===== src/rtl/param_seq_divider_pkg.sv =====
// Shared definitions for the sequential restoring divider: FSM states and
// the iteration-counter width helper.
package param_seq_divider_pkg;

    typedef enum logic [1:0] {
        IDLE = 2'd0,
        CALC = 2'd1,
        DONE = 2'd2
    } divState_t;

    // Counter must hold WIDTH-1; a one-bit floor keeps tiny widths legal.
    function automatic int countWidth(input int width);
        return (width <= 2) ? 1 : $clog2(width);
    endfunction

endpackage


===== src/rtl/param_seq_divider_rcs.sv =====
// Ripple-borrow subtractor (a - b) built from the shared full-adder cell,
// plus the cell itself with its exact/approximate APPROX parameter.
module param_full_adder #(
    parameter int APPROX = 0
) (
    input  logic a,
    input  logic b,
    input  logic cin,
    output logic sum,
    output logic cout
);

    assign cout = (a & b) | (a & cin) | (b & cin);
    // Approximate cell reuses the carry to form the sum bit.
    assign sum  = (APPROX == 0) ? (a ^ b ^ cin) : ~cout;

endmodule

module param_rcs #(
    parameter int WIDTH  = 9,
    parameter int APPROX = 0
) (
    input  logic [WIDTH-1:0] a,
    input  logic [WIDTH-1:0] b,
    output logic [WIDTH-1:0] diff,
    output logic             borrow
);

    logic [WIDTH:0] carry;

    // a + ~b + 1: every stage is a full adder so the LSB can absorb the +1.
    assign carry[0] = 1'b1;

    for (genvar i = 0; i < WIDTH; i++) begin : gen_stage
        param_full_adder #(
            .APPROX(APPROX)
        ) u_fa (
            .a   (a[i]),
            .b   (~b[i]),
            .cin (carry[i]),
            .sum (diff[i]),
            .cout(carry[i+1])
        );
    end

    assign borrow = ~carry[WIDTH];

endmodule


===== src/rtl/param_seq_divider.sv =====
// Multi-cycle restoring unsigned divider producing one quotient bit per
// clock, with valid/ready handshakes on both sides.
module param_seq_divider
    import param_seq_divider_pkg::*;
#(
    parameter int WIDTH  = 8,
    parameter int APPROX = 0
) (
    input  logic             clk,
    input  logic             rst,
    input  logic             in_valid,
    output logic             in_ready,
    input  logic [WIDTH-1:0] dividend,
    input  logic [WIDTH-1:0] divisor,
    output logic             out_valid,
    input  logic             out_ready,
    output logic [WIDTH-1:0] quotient,
    output logic [WIDTH-1:0] remainder,
    output logic             div_by_zero
);

    localparam int CW = countWidth(WIDTH);

    divState_t state, nextState;

    logic [WIDTH-1:0] remReg;
    logic [WIDTH-1:0] quoReg;
    logic [WIDTH-1:0] divReg;
    logic [CW-1:0]    count;

    logic [WIDTH:0]   shifted;
    logic [WIDTH:0]   trial;
    logic             borrow;
    logic [WIDTH-1:0] nextRem;
    logic [WIDTH-1:0] nextQuo;
    logic             lastStep;
    logic             unusedTrialTop;

    assign shifted  = {remReg, quoReg[WIDTH-1]};
    assign lastStep = (count == '0);

    param_rcs #(
        .WIDTH (WIDTH + 1),
        .APPROX(APPROX)
    ) u_rcs (
        .a     (shifted),
        .b     ({1'b0, divReg}),
        .diff  (trial),
        .borrow(borrow)
    );

    // A successful trial subtraction always leaves a partial remainder
    // below the divisor, so the top difference bit never needs storing.
    assign nextRem        = borrow ? shifted[WIDTH-1:0] : trial[WIDTH-1:0];
    assign nextQuo        = {quoReg[WIDTH-2:0], ~borrow};
    assign unusedTrialTop = trial[WIDTH];

    always_ff @(posedge clk or posedge rst) begin
        if (rst) begin
            state <= IDLE;
        end else begin
            state <= nextState;
        end
    end

    always_comb begin
        nextState = state;
        in_ready  = 1'b0;
        out_valid = 1'b0;
        case (state)
            IDLE: begin
                in_ready = 1'b1;
                if (in_valid) begin
                    nextState = (divisor == '0) ? DONE : CALC;
                end
            end
            CALC: begin
                if (lastStep) begin
                    nextState = DONE;
                end
            end
            DONE: begin
                out_valid = 1'b1;
                if (out_ready) begin
                    nextState = IDLE;
                end
            end
            default: nextState = IDLE;
        endcase
    end

    // Datapath only moves on an accept or a CALC step, which leaves it
    // frozen (and clock-gateable) while idle or holding a result.
    always_ff @(posedge clk or posedge rst) begin
        if (rst) begin
            remReg      <= '0;
            quoReg      <= '0;
            divReg      <= '0;
            count       <= '0;
            quotient    <= '0;
            remainder   <= '0;
            div_by_zero <= 1'b0;
        end else begin
            case (state)
                IDLE: begin
                    if (in_valid && (divisor == '0)) begin
                        quotient    <= '1;
                        remainder   <= dividend;
                        div_by_zero <= 1'b1;
                    end else if (in_valid) begin
                        remReg <= '0;
                        quoReg <= dividend;
                        divReg <= divisor;
                        count  <= CW'(WIDTH - 1);
                    end
                end
                CALC: begin
                    remReg <= nextRem;
                    quoReg <= nextQuo;
                    count  <= count - CW'(1);
                    if (lastStep) begin
                        quotient    <= nextQuo;
                        remainder   <= nextRem;
                        div_by_zero <= 1'b0;
                    end
                end
                default: ;
            endcase
        end
    end

endmodule


===== config.mk =====
export PLATFORM = sky130hd
export DESIGN_NAME = param_seq_divider
export DESIGN_NICKNAME = d
export VERILOG_FILES = /design/src/rtl/param_seq_divider_pkg.sv /design/src/rtl/param_seq_divider_rcs.sv /design/src/rtl/param_seq_divider.sv
export SDC_FILE = /design/constraint.sdc
export NUM_CORES = 1
export LEC_CHECK = 0
export BUFFER_PORTS_ARGS = -buffer_cell sky130_fd_sc_hd__buf_2
export CORE_MARGIN = 2
export CORE_UTILIZATION = 40
export CTS_BUF_LIST = sky130_fd_sc_hd__clkbuf_16
export DETAILED_ROUTE_END_ITERATION = 8
export PLACE_DENSITY = 0.58
export SETUP_SLACK_MARGIN = 0.2
export SKIP_CTS_REPAIR_TIMING = 1
export SLEW_MARGIN = 20
export SYNTH_ARGS = -nofsm -noshare
export SYNTH_HDL_FRONTEND = slang
export SYNTH_HIERARCHICAL = 1
export SYNTH_SLANG_ARGS = --single-unit

===== constraint.sdc =====
create_clock -name clk -period 4.8 [get_ports clk]
set_clock_uncertainty 0.15 [all_clocks]
set_input_delay 0.48 -clock clk [delete_from_list [all_inputs] [get_ports clk]]
set_output_delay 0.48 -clock clk [all_outputs]
set_load 0.01 [all_outputs]

==> metrics.txt <==
Synth Register Bits 46; Via Count 1938; sequential cell area fraction in the yosys report 0.461; Design Area, Final 2940 µm²; largest net degree at the start of global routing 47; Post-Synthesis Cell Area 2490 µm²; Lkg Pwr 1.28 nW; WL per Instance 17.5 µm; ys async rst share 1.00; Die X 83.0 µm; status complete, no violations; hold crit path type in2async; mux contribution to synthesized area 0.0491; layout cells sized above 1 0.302; Post-Synth Adder-Cell Area 0.0822; RSZ-0062 raised after global routing true; most used cell, CP fa_2; Site Rows 28; clk buf depth 2; Worst path max stage delay 0.36 ns; TritonCTS clock tree built; # DRC 0; # IOs 39; global placer's final weighted congestion 0.811; CORE AREA 5990 µm²; top cell type's share of synthesized area 0.461; Clock transition at path regs 0.07 ns; synth top area cells dfrtp_1, fa_1, nor2_1; chip height 83.0 µm; Synth Area in XOR/XNOR 0; Post-Route WL 6120 µm; Slew @ Worst Pin 1.05 ns; syn nets 271; Starting Density 0.416; P per Cell Area 713 nW/µm²; CP Launch Type flip-flop; TritonCTS Buffers 5; ys flop type dfrtp_1; largest family of logic cells by synthesized area compound AO/OA/AOI/OAI gates; # fillers 548; Ant. Diodes 0; Final Util 0.490; Crit. End Element flip-flop; Worst EP arrival 4.64 ns; VDD IR max 0.271 mV; Post-synth EDFFs 0; Warnings, synthesis 6; Sum Neg Setup Slack 0 ns; overall routing resource usage 0.188; Final min period 4.64 ns; Syn Inst Count 240; Power Total 0.00209 W; final worst-path cycle share 0.967; Pre-Repair DR Iteration Count 4; port buffer count 38; dpl hpwl 4040 µm; crit-path cells inv_1 > fa_2 > fa_2 > fa_2 > fa_2 > fa_2 > fa_2 > fa_2 > fa_2 > fa_2 > inv_2 > buf_12 > mux2_2 > a22oi_2 > o21ai_1; Data required, critical path 4.80 ns; initial antenna violation count 0; Critical-path top delay cell fa_2; Simple-Gate Fraction of Synth Area 0.153; cell family with most CP delay adder cells; placed inst area 2770 µm²; htree depth 2; post-DR vias/cell 5.54; syn avg cell area 10.4 µm²; Synth Area in Compound Gates 0.194; Root Driver clkbuf_16; total congestion overflow 0; Slew Viols, Final 0; clk sinks 46; Final #Nets 305; antenna viol nets, final 0; Detailed Route Iter0 Violations 145; die area 6880 µm²; Synth-to-Final Area Change 17.8%; post-synth top area cell dfrtp_1; Fin Hold WS 0.161 ns; MaxCap Viol Count 0; Unique masters post-synth 37; first-pass GRT wire length 10300 µm; Finish-stage setup viols 0; maximum clock frequency 215 MHz; Worst slew margin 0.299; final hold viol count 0; worst-skew pair later-pin latency 0.29 ns; crit path max fanout 10; WS Path Type reg2reg; Worst Path Buf+Inv 3; vias in the first global route 1907
-- routing by layer --
| metal | vias up | share of wire | GRT usage |
|---|---|---|---|
| met5 | - | 0 | 0 |
| met4 | 0 | 0.014 | 0.0537 |
| met3 | 10 | 0.045 | 0.0487 |
| li1 | 918 | - | - |
| met2 | 47 | 0.44 | 0.279 |
| met1 | 963 | 0.50 | 0.271 |
-- metrics by stage --
step	cells	setup slack, ns
6_report	350	0.158
5_1_grt	350	0.0194
4_1_cts	349	0.0340
3_5_place_dp	341	0.0647
3_3_place_gp	341	0.0727
2_1_floorplan	240	0.229
-- power breakdown --
group / switching (W) / internal (W)
sequential: 0.000190 / 0.000581
combinational: 0.000462 / 0.000508
clock: 0.000160 / 0.000193
-- synthesized netlist by cell type (all sizes together), types with 6 or more instances --
master and instances:
o22a 6, nand2b 8, or3b 8, a211oi 8, clkbuf 11, nor4 10, inv 24, a22o 8
o21ai 19, mux2 10, a221oi 8, dfrtp 46, nor2 29, fa 9, a22oi 9
-- worst paths after layout --
check / from / endpoint / slack (ns) / depth (start not counted)
worst max register to register: divReg[0] / remReg[7] / 0.16 / 15
worst max-delay path: divReg[0] / remReg[7] / 0.16 / 15
min in group clk: out_ready / state[1] / 0.26 / 2
worst min-delay path: rst / divReg[2] / 0.16 / 2
max in group asynchronous: rst / remainder[3] / 3.85 / 2
worst min register to register: div_by_zero / div_by_zero / 0.33 / 2
-- registers in the layout (all words and copies together), names as in the netlist --
| name | flops |
|---|---|
| divReg | 8 |
| quoReg | 8 |
| quotient | 8 |
| remReg | 8 |
| remainder | 8 |
| count | 3 |
| state | 2 |
| div_by_zero | 1 |
-- cells by family after synthesis --
logic type / Yosys count
simple gates: 68
compound gates: 65
flops: 46
buf+inv: 37
mux: 11
fa+ha+maj: 11
other cells: 2
-- cell type report --
class	count	area [µm²]	area share
clock buffers	5	125	0.0426
clock inverters	3	21.3	0.00724
inverters	24	91.3	0.0311
multi-input cells	157	1240	0.421
flip-flops and latches	46	1150	0.392
well taps	75	93.8	0.0319
repair buffers	40	218	0.0741
-- worst reg2reg max path, cell delays in order (launching register included) --
cell,delay [ns]
dfrtp_1,0.35
inv_1,0.07
fa_2,0.36
fa_2,0.35
fa_2,0.35
fa_2,0.35
fa_2,0.35
fa_2,0.35
fa_2,0.35
fa_2,0.34
fa_2,0.34
inv_2,0.07
buf_12,0.12
mux2_2,0.36
a22oi_2,0.16
o21ai_1,0.09
-- layout by cell type (no fill, tap or decap), types with 3 or more instances in the layout --
master	n
mux2_2	8
a22oi_2	3
a22oi_1	6
clkbuf_16	5
o21ai_0	10
a21oi_1	3
nor2_1	29
nor4_1	10
a211oi_1	8
or3b_2	7
dfrtp_1	46
a22o_1	8
inv_1	22
nand2b_1	8
o22a_1	6
a221oi_1	8
nand2_1	4
o21ai_1	7
fa_2	9
buf_2	38
Note: power is estimated with default switching activity, not from simulation.
